### config.mk
export PLATFORM = sky130hd
export DESIGN_NAME = router_fifo
export DESIGN_NICKNAME = d
export VERILOG_FILES = /design/src/rtl/router_pkg.sv /design/src/rtl/router_fifo_mem.sv /design/src/rtl/router_fifo.sv
export SDC_FILE = /design/constraint.sdc
export NUM_CORES = 1
export LEC_CHECK = 0
export CORE_UTILIZATION = 58
export CTS_CLUSTER_DIAMETER = 200
export DETAILED_ROUTE_END_ITERATION = 8
export PLACE_DENSITY = 0.76
export REMOVE_ABC_BUFFERS = 1
export SLEW_MARGIN = 20
export SYNTH_ARGS = -nofsm -noshare
export SYNTH_HDL_FRONTEND = slang
export SYNTH_HIERARCHICAL = 1
export SYNTH_SLANG_ARGS = --single-unit
### constraint.sdc
create_clock -name clock -period 3.1 [get_ports clock]
set_input_delay 0.62 -clock clock [delete_from_list [all_inputs] [get_ports clock]]
set_output_delay 0.62 -clock clock [all_outputs]
set_load 0.01 [all_outputs]
### src/rtl/router_pkg.sv
// Shared definitions for the router FIFO: default geometry, header field
// positions and the packet-length helper used by the read-side counter.
package router_pkg;

   localparam int DEF_WIDTH = 8;
   localparam int DEF_DEPTH = 16;

   // Header byte layout: destination address in the low bits, payload length above
   localparam int ADDR_HI = 1;
   localparam int ADDR_LO = 0;
   localparam int LEN_HI  = 7;
   localparam int LEN_LO  = 2;

   // Packet counter: 6-bit length plus one parity byte needs 7 bits
   localparam int CNT_W = 7;

   // Bytes still to be delivered after a header: payload length plus parity
   function automatic logic [CNT_W-1:0] pkt_load(input logic [7:0] hdr);
      return CNT_W'({1'b0, hdr[LEN_HI:LEN_LO]}) + CNT_W'(1);
   endfunction

endpackage

### src/rtl/router_fifo_mem.sv
// Storage array for the router FIFO: DEPTH entries of {hdr flag, data byte}.
// Synchronous write, combinational read. Only the header flags are cleared;
// the data bytes are never read before being rewritten after a clear.
module router_fifo_mem #(
   parameter int WIDTH = 8,
   parameter int DEPTH = 16
) (
   input  logic                       clock,
   input  logic                       clear,
   input  logic                       write_en,
   input  logic [$clog2(DEPTH)-1:0]   write_addr,
   input  logic [WIDTH:0]             write_data,
   input  logic [$clog2(DEPTH)-1:0]   read_addr,
   output logic [WIDTH:0]             read_data
);

   logic [WIDTH-1:0] data_mem [DEPTH];
   logic [DEPTH-1:0] hdr_mem;

   // Data byte storage, written on an accepted push
   always_ff @(posedge clock) begin
      if (write_en) data_mem[write_addr] <= write_data[WIDTH-1:0];
   end

   // Header flag storage, wiped by any reset or flush
   always_ff @(posedge clock) begin
      if (clear)         hdr_mem <= '0;
      else if (write_en) hdr_mem[write_addr] <= write_data[WIDTH];
   end

   assign read_data = {hdr_mem[read_addr], data_mem[read_addr]};

endmodule

### src/rtl/router_fifo.sv
// Router output FIFO: stores {header flag, byte}, delivers bytes with a
// one-cycle registered read and tracks the remaining bytes of the current
// packet so data_out returns to 00 once a packet has been fully drained.
// Reset: resetn is synchronous and active-high.
// Option: define ROUTER_FIFO_SOFT_RESET_EN to add the soft_reset flush port.
module router_fifo
   import router_pkg::*;
#(
   parameter int WIDTH = DEF_WIDTH,
   parameter int DEPTH = DEF_DEPTH
) (
   input  logic             clock,
   input  logic             resetn,
`ifdef ROUTER_FIFO_SOFT_RESET_EN
   input  logic             soft_reset,
`endif
   input  logic             write_enb,
   input  logic             read_enb,
   input  logic             lfd_state,
   input  logic [WIDTH-1:0] data_in,
   output logic [WIDTH-1:0] data_out,
   output logic             full,
   output logic             empty
);

   localparam int AW = $clog2(DEPTH);
   localparam logic [AW:0]      PTR_ONE = (AW + 1)'(1);
   localparam logic [CNT_W-1:0] CNT_ONE = CNT_W'(1);

   logic [AW:0]      wr_ptr;
   logic [AW:0]      rd_ptr;
   logic [CNT_W-1:0] count;
   logic [WIDTH:0]   rd_entry;
   logic             clear;
   logic             do_write;
   logic             do_read;

`ifdef ROUTER_FIFO_SOFT_RESET_EN
   assign clear = resetn | soft_reset;
`else
   assign clear = resetn;
`endif

   // Extra pointer bit distinguishes full from empty when the indices match
   assign empty    = (wr_ptr == rd_ptr);
   assign full     = (wr_ptr[AW] != rd_ptr[AW]) && (wr_ptr[AW-1:0] == rd_ptr[AW-1:0]);
   assign do_write = write_enb && !full;
   assign do_read  = read_enb && !empty;

   router_fifo_mem #(
      .WIDTH (WIDTH),
      .DEPTH (DEPTH)
   ) u_mem (
      .clock      (clock),
      .clear      (clear),
      .write_en   (do_write && !clear),
      .write_addr (wr_ptr[AW-1:0]),
      .write_data ({lfd_state, data_in}),
      .read_addr  (rd_ptr[AW-1:0]),
      .read_data  (rd_entry)
   );

   // Pointer advance on accepted writes and reads; clear overrides both
   always_ff @(posedge clock) begin
      if (clear) begin
         wr_ptr <= '0;
         rd_ptr <= '0;
      end else begin
         if (do_write) wr_ptr <= wr_ptr + PTR_ONE;
         if (do_read)  rd_ptr <= rd_ptr + PTR_ONE;
      end
   end

   // Packet byte counter: loaded from a header, counts down on payload reads
   always_ff @(posedge clock) begin
      if (clear) begin
         count <= '0;
      end else if (do_read) begin
         if (rd_entry[WIDTH])   count <= pkt_load(rd_entry[7:0]);
         else if (count != '0) count <= count - CNT_ONE;
      end
   end

   // Registered read data; idles at 00 between packets instead of floating
   always_ff @(posedge clock) begin
      if (clear)              data_out <= '0;
      else if (do_read)       data_out <= rd_entry[WIDTH-1:0];
      else if (count == '0)   data_out <= '0;
   end

endmodule

## Yosys cells after proc, flatten, opt, wreduce, memory -nomap -nowiden

Memory sizes are Yosys's and may differ from the RTL's. A register that Yosys moved wholly into a read port is not among the register bits.
Index checks and enable logic that the tools add are counted.

| word-level totals | value |
|---|---|
| output and inout port bits | 10 |
| input port bits | 13 |
| memory bits (writable) | 128 |
| memories | 1 |
| logic and storage cells | 42 |
| register bits after elaboration | 41 |

| cells by class | value |
|---|---|
| reductions and logical operators | 13 |
| eq/ne operators | 3 |
| $add $sub $neg | 4 |
| $lt $le $gt $ge | 3 |
| muxes and demuxes | 13 |

Memory list:

| memory | words | width | read ports | clocked after memory_dff | write ports | RTL line | text |
|---|---|---|---|---|---|---|---|
| u_mem.data_mem | 16 | 8 | 1 | 1 | 1 | router_fifo_mem.sv:17 | `logic [WIDTH-1:0] data_mem [DEPTH];` |

Operators with widths:

| kind | number |
|---|---|
| 16-bit bitwise mux | 1 |
| 8-bit 2-to-1 mux | 2 |
| 7-bit 2-to-1 mux | 2 |
| 5-bit by 1-bit adder with 5-bit output, second input constant | 2 |
| 4-bit by 5-bit < comparator with 1-bit output, second input constant | 2 |
| 4-bit 2-to-1 mux | 2 |
| 6-bit by 1-bit adder with 7-bit output, second input constant | 1 |
| 7-bit logical NOT | 1 |
| 7-bit nonzero test | 1 |
| 7-bit by 1-bit subtractor with 7-bit output, second input constant | 1 |
| 5-bit == test | 1 |
| 1-bit logical AND | 5 |
| 1-bit binary-select mux with 4-bit select | 1 |
| 1-bit demux with 4-bit select | 1 |
| 4-bit == test | 1 |
| 4-bit by 1-bit >= comparator with 1-bit output, second input constant | 1 |
| 1-bit 2-to-1 mux | 4 |
| 2-bit nonzero test | 2 |
| 1-bit logical NOT | 3 |
| 2-bit AND reduction | 1 |
| 1-bit inequality test | 1 |

## Longest topological paths before layout

Gate-level depths: netlist of the first run.

| logic depth | value |
|---|---|
| depth after elaboration | 7 |
| mapped depth | 11 |

## By module

The synthesis of the first run kept the hierarchy.

Modules (own cells, without submodules):

| module | cells an instance | instances | area an instance (µm²) | sequential area each (µm²) |
|---|---|---|---|---|
| router_fifo_mem | 309 | 1 | 5744.3 | 4164.0 |
| router_fifo | 151 | 1 | 1360.1 | 500.5 |

## Worst setup path after synthesis of the first run

No wires, ideal clock.

| timing path | value |
|---|---|
| path kind | input port to flip-flop |
| start | input port resetn |
| end | memory u_mem.data_mem[0][0] (enable) |
| slack | 0.423 ns |
| cell stages on the path | 6 |
| data required time | 2.730 ns |
| data arrival time | 2.307 ns |
| cell sequence | clkbuf_1 > clkbuf_1 > nor2_1 > or3b_2 > clkbuf_1 > nor2_1 |

| on the way | value |
|---|---|
| longest elaborated chain between the ends | 4 |

RTL lines:

| item | RTL line | text |
|---|---|---|
| start, declared | router_fifo.sv:13 | `input logic resetn,` |
| 1-bit logical NOT | router_fifo.sv:56 | `.write_en (do_write && !clear),` |
| 1-bit logical AND | router_fifo.sv:56 |  |
| 1-bit 2-to-1 mux | router_fifo_mem.sv:22 | `if (write_en) data_mem[write_addr] <= write_data[WIDTH-1:0];` |
| 1-bit 2-to-1 mux (not written as such) | router_fifo_mem.sv:22 |  |
| end, declared | router_fifo_mem.sv:17 |  |

Every way passes these cells.

## Worst setup path in the final report of the first run

| timing path | value |
|---|---|
| start | register wr_ptr[2] |
| end | output port empty |

| on the way | value |
|---|---|
| longest elaborated chain between the ends | 1 |

RTL lines:

| item | RTL line | text |
|---|---|---|
| start, declared | router_fifo.sv:30 | `logic [AW:0] wr_ptr;` |
| start signal, assigned | router_fifo.sv:69 | `if (do_write) wr_ptr <= wr_ptr + PTR_ONE;` |
| 5-bit == test | router_fifo.sv:45 | `assign empty = (wr_ptr == rd_ptr);` |
| end, declared | router_fifo.sv:23 | `output logic empty` |

Every way passes these cells.

==> results of run 1 <==
[cell usage after synthesis, types with 3 or more instances]
cell type / number / area, sq um
xor2_1: 6 / 52.6
dfxtp_1: 41 / 821
inv_1: 3 / 11.3
xnor2_1: 10 / 87.6
a21oi_1: 27 / 135
mux4_1: 16 / 420
o21ai_0: 25 / 125
clkbuf_1: 13 / 48.8
a22oi_1: 18 / 135
nand2b_1: 4 / 25.0
edfxtp_1: 128 / 3840
nor2b_1: 5 / 31.3
a22o_1: 8 / 70.1
nor2_1: 43 / 161
mux4_2: 20 / 450
ha_1: 5 / 62.6
nand4_1: 9 / 56.3
nand2_1: 18 / 67.6
nand3_1: 18 / 90.1
buf_2: 3 / 15.0
buf_6: 4 / 45.0
[routing by layer]
metal,routed length (microns),vias to the layer above,global-route usage (%)
met2,7650,209,42.6
met4,232,0,9.16
met3,965,22,6.10
li1,-,1910,-
met1,6120,2133,33.3
met5,0,-,0
[flip-flops by register name (all words and copies together) (netlist names)]
signal,cells
u_mem/data_mem,128
u_mem/hdr_mem,16
data_out,8
count,7
rd_ptr,5
wr_ptr,5
[logic make-up after synthesis]
logic type	share of synthesized area, %
muxes	12.4
buffers and inverters	2.08
adders and majority gates	0.881
DFF	65.7
AOI/OAI and AO/OA	8.54
xor gates and xnor gates	2.20
and+or+nand+nor	8.24
[cell type report]
class                           instances  area (sq um)  area share (%)
Inverter                                3          11.3           0.138
Multi-Input combinational cell        265          2290            28.1
Clock inverter                         14           139            1.70
Tap cell                              147           184            2.26
Sequential cell                       169          4670            57.2
Clock buffer                           18           429            5.26
Timing Repair Buffer                   47           433            5.31
[stage by stage]
step | cell area [sq um] | std cells | worst slack (ns)
4_1_cts | 8150 | 663 | 0.134
3_3_place_gp | 7590 | 631 | 0.467
5_1_grt | 8150 | 663 | 0.00783
6_report | 8150 | 663 | 0.120
2_1_floorplan | 6970 | 437 | -0.626
3_5_place_dp | 7590 | 631 | 0.450
[worst paths after layout]
check,endpoint,start,cells after the start
min,data_out[3],data_out[3],1
min reg2reg,data_out[3],data_out[3],1
max,empty,wr_ptr[2],4
max reg2reg,count[4],rd_ptr[0],10
[power breakdown]
group / total, mW / internal, mW / switching [mW]
logic: 1.26 / 0.588 / 0.668
clock network: 2.01 / 1.12 / 0.888
registers: 2.60 / 2.52 / 0.0812
total: 5.86 / 4.23 / 1.64
==> results.yml, run 1 <==
synthesis:
  ys_seq_elements: 169
  yosysWarnings: 6
  synth_top_flop_cell: "edfxtp_1"
  netlist_area_sq_mm: 0.00710
  netlist_instances: 460
  async_reset_ff_share_pct: 0
  ys_types: 51
  syn_avg_cell_area_sq_um: 15.4
  ys_seq_area_share_pct: 65.7
  synth_edf_count: 128
cells_and_area:
  syn_to_final_growth_pct: 14.8
  fill_cells: 792
  final_cell_mix: "edfxtp_1 (128), nor2_1 (43), dfxtp_1 (40)"
  drive_gt1_share_pct: 17.6
  insertedDiodeCount: 0
  fin_util_pct: 68.2
  fin_nets: 521
  final_common_cell: "edfxtp_1"
grt:
  grt_pass1_vias: 4263
  grt.overflow.total: 0
  grt_max_degree: 40
  antenna_found_initial: 0
  grt_use_total_pct: 25.6
  grt_pass1_wl_mm: 23.4
timing:
  finalCritPeriodShare_pct: 96.1
  finClkSkew_ns: 0.00789
  tightest_slew_ns: 0.695
  drv_slew: 0
  hold_violations: 0
  slew_headroom_pct: 53.6
  setup_viol: 0
  fin_crit_ns: 2.98
  worst_hold_slack_ns: 0.479
  finalSetupTns_ns: 0
  rsz0062_at_grt: "no"
  max_freq_mhz: 336
place:
  io_buffers: 22
  dp_hpwl_mm: 9.24
  gp_congestion: 0.850
power_and_ir_drop:
  power_density_mw_per_mm2: 719
  p_leak_nw: 2.65
  total_power_mw: 5.86
  vdd_drop_max_mv: 0.682
floorplan:
  die_area_sq_mm: 0.0127
  die_x_microns: 113
  rows: 40
  pin_count: 23
  core_area_sq_mm: 0.0120
  initial_utilization_pct: 59.4
  die_h_microns: 113
route:
  wl_mm: 15.0
  first_pass_iters: 6
  route.detailed.wl_per_inst_microns: 22.6
  drcViolationCount: 0
  ant_nets: 0
  drt-vias-per-instance: 6.45
  drt_first_iter_violations: 486
  via_count: 4274
min_path:
  hold_class: "flop to flop"
flow_run:
  max-cap-violations: 0
clock_tree:
  cts_resized: 0
  htreeDepth: 4
  numCtsBuffers: 17
  cts_buffer_depth: 2
  holdBufCountCts: 0
  clock-root-buffer: "clkbuf_16"
  post-cts-setup-buffers: 0
  clkLatencyLatePin_ns: 0.42
  cts.sinks: 169
  clk_pin_slew_ns: 0.06
  tritoncts: "yes"
critical_path:
  max_stage_delay_ns: 0.67
  rrSetupSlack_ns: 0.42
  cp-start-kind: "flop"
  path_class: "flop to primary output"
  slowest_stage: "dfxtp_1"
  required_ns: 2.48
  critPathArrivalTime_ns: 2.36
  crit_path_cell_trace: "xnor2_1, nand4_1, nor2_1, clkdlybuf4s50_1"
  path_max_fanout: 15
  crit_family: "flip-flops"
  critPathCaptureType: "primary output"
  cp.buffers_inverters: 1
status:
  outcome: "completed"
Power figures use the tool's default switching activity.
==> run 2, diff against run 1 <==
- CTS_BUF_LIST: not set -> sky130_fd_sc_hd__clkbuf_4
==> results.yml, run 2 (same netlist as run 1, synthesis figures left out) <==
critical_path:
  cp-start-kind: "flop"
  reg2reg_depth: 10
  crit_path_cell_trace: "buf_12, xnor2_1, nand4_1, buf_4, nor2_1, clkdlybuf4s50_1"
  critPathArrivalTime_ns: 2.29
  max_stage_delay_ns: 0.54
  cp.buffers_inverters: 3
  crit_family: "buffers and inverters"
  required_ns: 2.48
  cp.depth: 6
  path_max_fanout: 20
  path_class: "flop to primary output"
  critPathCaptureType: "primary output"
  slowest_stage: "clkdlybuf4s50_1"
cells_and_area:
  syn_to_final_growth_pct: 11.4
  final_cell_mix: "edfxtp_1 (128), nor2_1 (43), dfxtp_1 (36)"
  reg_top3: "u_mem/data_mem (128), u_mem/hdr_mem (16), data_out (8)"
  insertedDiodeCount: 0
  top_register: "u_mem/data_mem"
  drive_gt1_share_pct: 19.1
  largest_reg_flops: 128
  fin_area_sq_mm: 0.00791
  final_common_cell: "edfxtp_1"
  fin_nets: 524
  fin_cells: 666
timing:
  tightest_slew_ns: 0.685
  slew_headroom_pct: 54.2
  max_freq_mhz: 343
  setup_viol: 0
  finClkSkew_ns: 0.0170
  hold_violations: 0
  drv_slew: 0
  finalSetupTns_ns: 0
  rsz0062_at_grt: "no"
  finalCritPeriodShare_pct: 94.0
  fin_crit_ns: 2.91
  worst_hold_slack_ns: 0.489
clock_tree:
  tritoncts: "yes"
  numCtsBuffers: 17
  htreeDepth: 4
  clock-root-buffer: "clkbuf_4"
  clk_pin_slew_ns: 0.14
  holdBufCountCts: 0
  cts.sinks: 169
  clkLatencyLatePin_ns: 0.55
  cts_buffer_depth: 2
power_and_ir_drop:
  p_leak_nw: 2.55
  power_density_mw_per_mm2: 643
  total_power_mw: 5.08
  vdd_drop_max_mv: 0.369
floorplan:
  pin_count: 23
  rows: 40
  die_h_microns: 113
  core_area_sq_mm: 0.0120
  die_x_microns: 113
  die_area_sq_mm: 0.0127
  initial_utilization_pct: 59.4
min_path:
  hold_class: "flop to flop"
  hold_depth: 2
route:
  drcViolationCount: 0
  first_pass_iters: 7
  via_count: 4265
  drt_first_iter_violations: 458
  route.detailed.wl_per_inst_microns: 21.9
  ant_nets: 0
  wl_mm: 14.6
  drt-vias-per-instance: 6.40
grt:
  grt_pass1_vias: 4129
  grt_use_total_pct: 24.5
  grt_max_degree: 38
  grt_pass1_wl_mm: 22.6
  grt.overflow.total: 0
  antenna_found_initial: 0
place:
  io_buffers: 22
  dp.cells: 631
  dp_hpwl_mm: 9.24
  gp_congestion: 0.850
  post_dp_cell_area_sq_mm: 0.00759
flow_run:
  max-cap-violations: 0
status:
  outcome: "completed"
-- run 2: final timing paths --
path / start / end / slack, ns
min reg2reg: u_mem/hdr_mem[12] / u_mem/hdr_mem[12] / 0.49
max: rd_ptr[1] / full / 0.19
min: u_mem/hdr_mem[12] / u_mem/hdr_mem[12] / 0.49
max reg2reg: rd_ptr[0] / count[4] / 0.40
-- run 2: routing by layer --
metal | up-vias | GRT usage, % | part of all wire [%]
met5 | - | 0 | 0
met4 | 0 | 7.02 | 1.3
met3 | 18 | 5.18 | 6.9
met2 | 193 | 41.6 | 52
met1 | 2131 | 32.3 | 40
li1 | 1923 | - | -
-- run 2: area by class of cell --
| cell class | instances | area [sq um] |
|---|---|---|
| Fill cell | 822 | 4050 |
| Clock inverter | 14 | 139 |
| Tap cell | 147 | 184 |
| Multi-Input combinational cell | 265 | 2290 |
| Timing Repair Buffer | 50 | 480 |
| Clock buffer | 18 | 135 |
| Sequential cell | 169 | 4670 |
| Inverter | 3 | 11.3 |
-- run 2: worst reg2reg max path, delay by kind of cell (launching register included) --
kind                       cells  cell delay (ns)
adders and majority gates      1             0.28
DFF                            1             0.37
and+or+nand+nor                3             0.35
xor gates and xnor gates       1             0.15
muxes                          1             0.61
AOI/OAI and AO/OA              3             0.57
buffers and inverters          1             0.26
-- run 2: stage by stage --
stage	worst slack, ns	util (%)
global route	0.0464	66.2
global placement	0.467	63.4
CTS	0.0668	66.0
floorplan	-0.626	-
detailed placement	0.450	63.4
finish	0.185	66.2
-- run 2: timing repair --
item	4_1_cts	5_1_grt
buffers inserted	0	2
gates resized for setup	3	1
setup endpoints to repair	1	1
cloned	1	0
pin swaps	0	1
endpoints found under the hold margin	0	0
-- run 2: where the power goes --
| part | total [mW] | internal, mW | switching [mW] |
|---|---|---|---|
| logic | 1.28 | 0.612 | 0.667 |
| registers | 2.60 | 2.51 | 0.0823 |
| clock network | 1.21 | 0.423 | 0.786 |
| total | 5.08 | 3.55 | 1.54 |
==> run 3, diff against run 2 <==
- REMOVE_ABC_BUFFERS: 1 -> not set
==> results.yml, run 3 (same netlist as run 1, synthesis figures left out) <==
floorplan:
  die_h_microns: 113
  pin_count: 23
  initial_utilization_pct: 59.4
  die_x_microns: 113
  die_area_sq_mm: 0.0127
  rows: 40
  core_area_sq_mm: 0.0120
clock_tree:
  clkLatencyLatePin_ns: 0.55
  clock-root-buffer: "clkbuf_4"
  cts.sinks: 169
  clk_pin_slew_ns: 0.12
  numCtsBuffers: 17
  cts_buffer_depth: 2
  htreeDepth: 4
  tritoncts: "yes"
  post-cts-setup-buffers: 0
  holdBufCountCts: 0
  cts_resized: 0
cells_and_area:
  fin_nets: 530
  final_common_cell: "edfxtp_1"
  insertedDiodeCount: 0
  largest_reg_flops: 128
  final_cell_mix: "edfxtp_1 (128), nor2_1 (43), dfxtp_1 (36)"
  drive_gt1_share_pct: 19.4
  reg_top3: "u_mem/data_mem (128), u_mem/hdr_mem (16), data_out (8)"
  fin_area_sq_mm: 0.00792
  top_register: "u_mem/data_mem"
  syn_to_final_growth_pct: 11.5
critical_path:
  cp-start-kind: "flop"
  critPathCaptureType: "primary output"
  max_stage_delay_ns: 0.57
  crit_family: "buffers and inverters"
  cp.depth: 4
  cp.buffers_inverters: 1
  critPathArrivalTime_ns: 2.25
  slowest_stage: "clkdlybuf4s50_1"
  critPathCapture: "empty"
  crit_path_cell_trace: "xnor2_1, nand4_1, nor2_1, clkdlybuf4s50_1"
  required_ns: 2.48
  path_max_fanout: 14
  crit_path_start: "wr_ptr[3]"
  path_class: "flop to primary output"
  rr_endpoint: "count[5]"
  r2r_start: "rd_ptr[0]"
  rrSetupSlack_ns: 0.39
  reg2reg_depth: 9
timing:
  finalCritPeriodShare_pct: 92.6
  hold_violations: 0
  finClkSkew_ns: 0.0190
  max_freq_mhz: 348
  slew_headroom_pct: 54.8
  tightest_slew_ns: 0.676
  fin_crit_ns: 2.87
  drv_slew: 0
  setup_viol: 0
  finalSetupTns_ns: 0
  rsz0062_at_grt: "no"
route:
  wl_mm: 14.2
  ant_nets: 0
  route.detailed.wl_per_inst_microns: 21.1
  drt_first_iter_violations: 442
  via_count: 4241
  first_pass_iters: 5
  drcViolationCount: 0
  drt-vias-per-instance: 6.31
power_and_ir_drop:
  power_density_mw_per_mm2: 642
  p_leak_nw: 2.60
  vdd_drop_max_mv: 0.444
  total_power_mw: 5.08
place:
  post_dp_cell_area_sq_mm: 0.00764
  dp_hpwl_mm: 9.25
  io_buffers: 22
  gp_congestion: 0.821
synthesis:
  synthesis.nets: 478
grt:
  grt_max_degree: 38
  grt_use_total_pct: 24.6
  grt_pass1_wl_mm: 22.5
  grt_pass1_vias: 4214
  grt.overflow.total: 0
  antenna_found_initial: 0
min_path:
  hold_class: "flop to flop"
status:
  outcome: "completed"
flow_run:
  max-cap-violations: 0
[run 3: cell count changes in the layout (fill, tap and decap cells not counted), sizes merged]
cell / delta
clkinvlp: -6
clkinv: +5
bufinv: +1
buf: +7
bufbuf: -1
[run 3: cell type report]
class                   instances  area (sq um)
multi-input cells             265          2290
clock buffers                  18           135
well taps                     147           184
inverters                       3          11.3
repair buffers                 56           488
flip-flops and latches        169          4670
clock inverters                14           143
fillers                       822          4040
[run 3: stage by stage]
step / std cells / utilization, % / worst slack [ns] / hold WS [ns]
floorplan: 460 / - / 0.423 / 0.449
global placement: 640 / 63.9 / 0.384 / 0.462
detailed placement: 640 / 63.9 / 0.341 / 0.468
CTS: 672 / 66.2 / 0.0237 / 0.486
global route: 672 / 66.2 / 0.0207 / 0.505
finish: 672 / 66.2 / 0.229 / 0.486
[run 3: routing by layer]
metal	GRT usage (%)	up-vias	part of all wire (%)
met5	0	-	0
met2	39.3	170	50
li1	-	1927	-
met1	31.7	2119	42
met3	7.13	25	6.1
met4	10.1	0	2.2
[run 3: worst register-to-register path: stages (launching register included)]
cell	delay, ns
dfxtp_2	0.48
buf_4	0.25
buf_4	0.19
mux4_2	0.53
a22oi_1	0.35
nand2_1	0.18
or3_1	0.40
nand3_1	0.09
a32oi_1	0.09
nor2_1	0.10
[run 3: worst min path at each step]
stage / cells after the start / start / to / slack (ns)
2_1_floorplan: 2 / u_mem/hdr_mem[1] / u_mem/hdr_mem[1] / 0.45
3_3_place_gp: 2 / u_mem/hdr_mem[3] / u_mem/hdr_mem[3] / 0.46
3_5_place_dp: 1 / data_out[4] / data_out[4] / 0.47
4_1_cts: 2 / u_mem/hdr_mem[10] / u_mem/hdr_mem[10] / 0.49
5_1_grt: 1 / data_out[4] / data_out[4] / 0.51
6_report: 2 / u_mem/hdr_mem[14] / u_mem/hdr_mem[14] / 0.49
[run 3: power breakdown]
group	leakage [nW]	internal (mW)	switching, mW
combinational	0.954	0.593	0.646
clock	0.154	0.492	0.748
sequential	1.49	2.51	0.0891
total	2.60	3.60	1.48
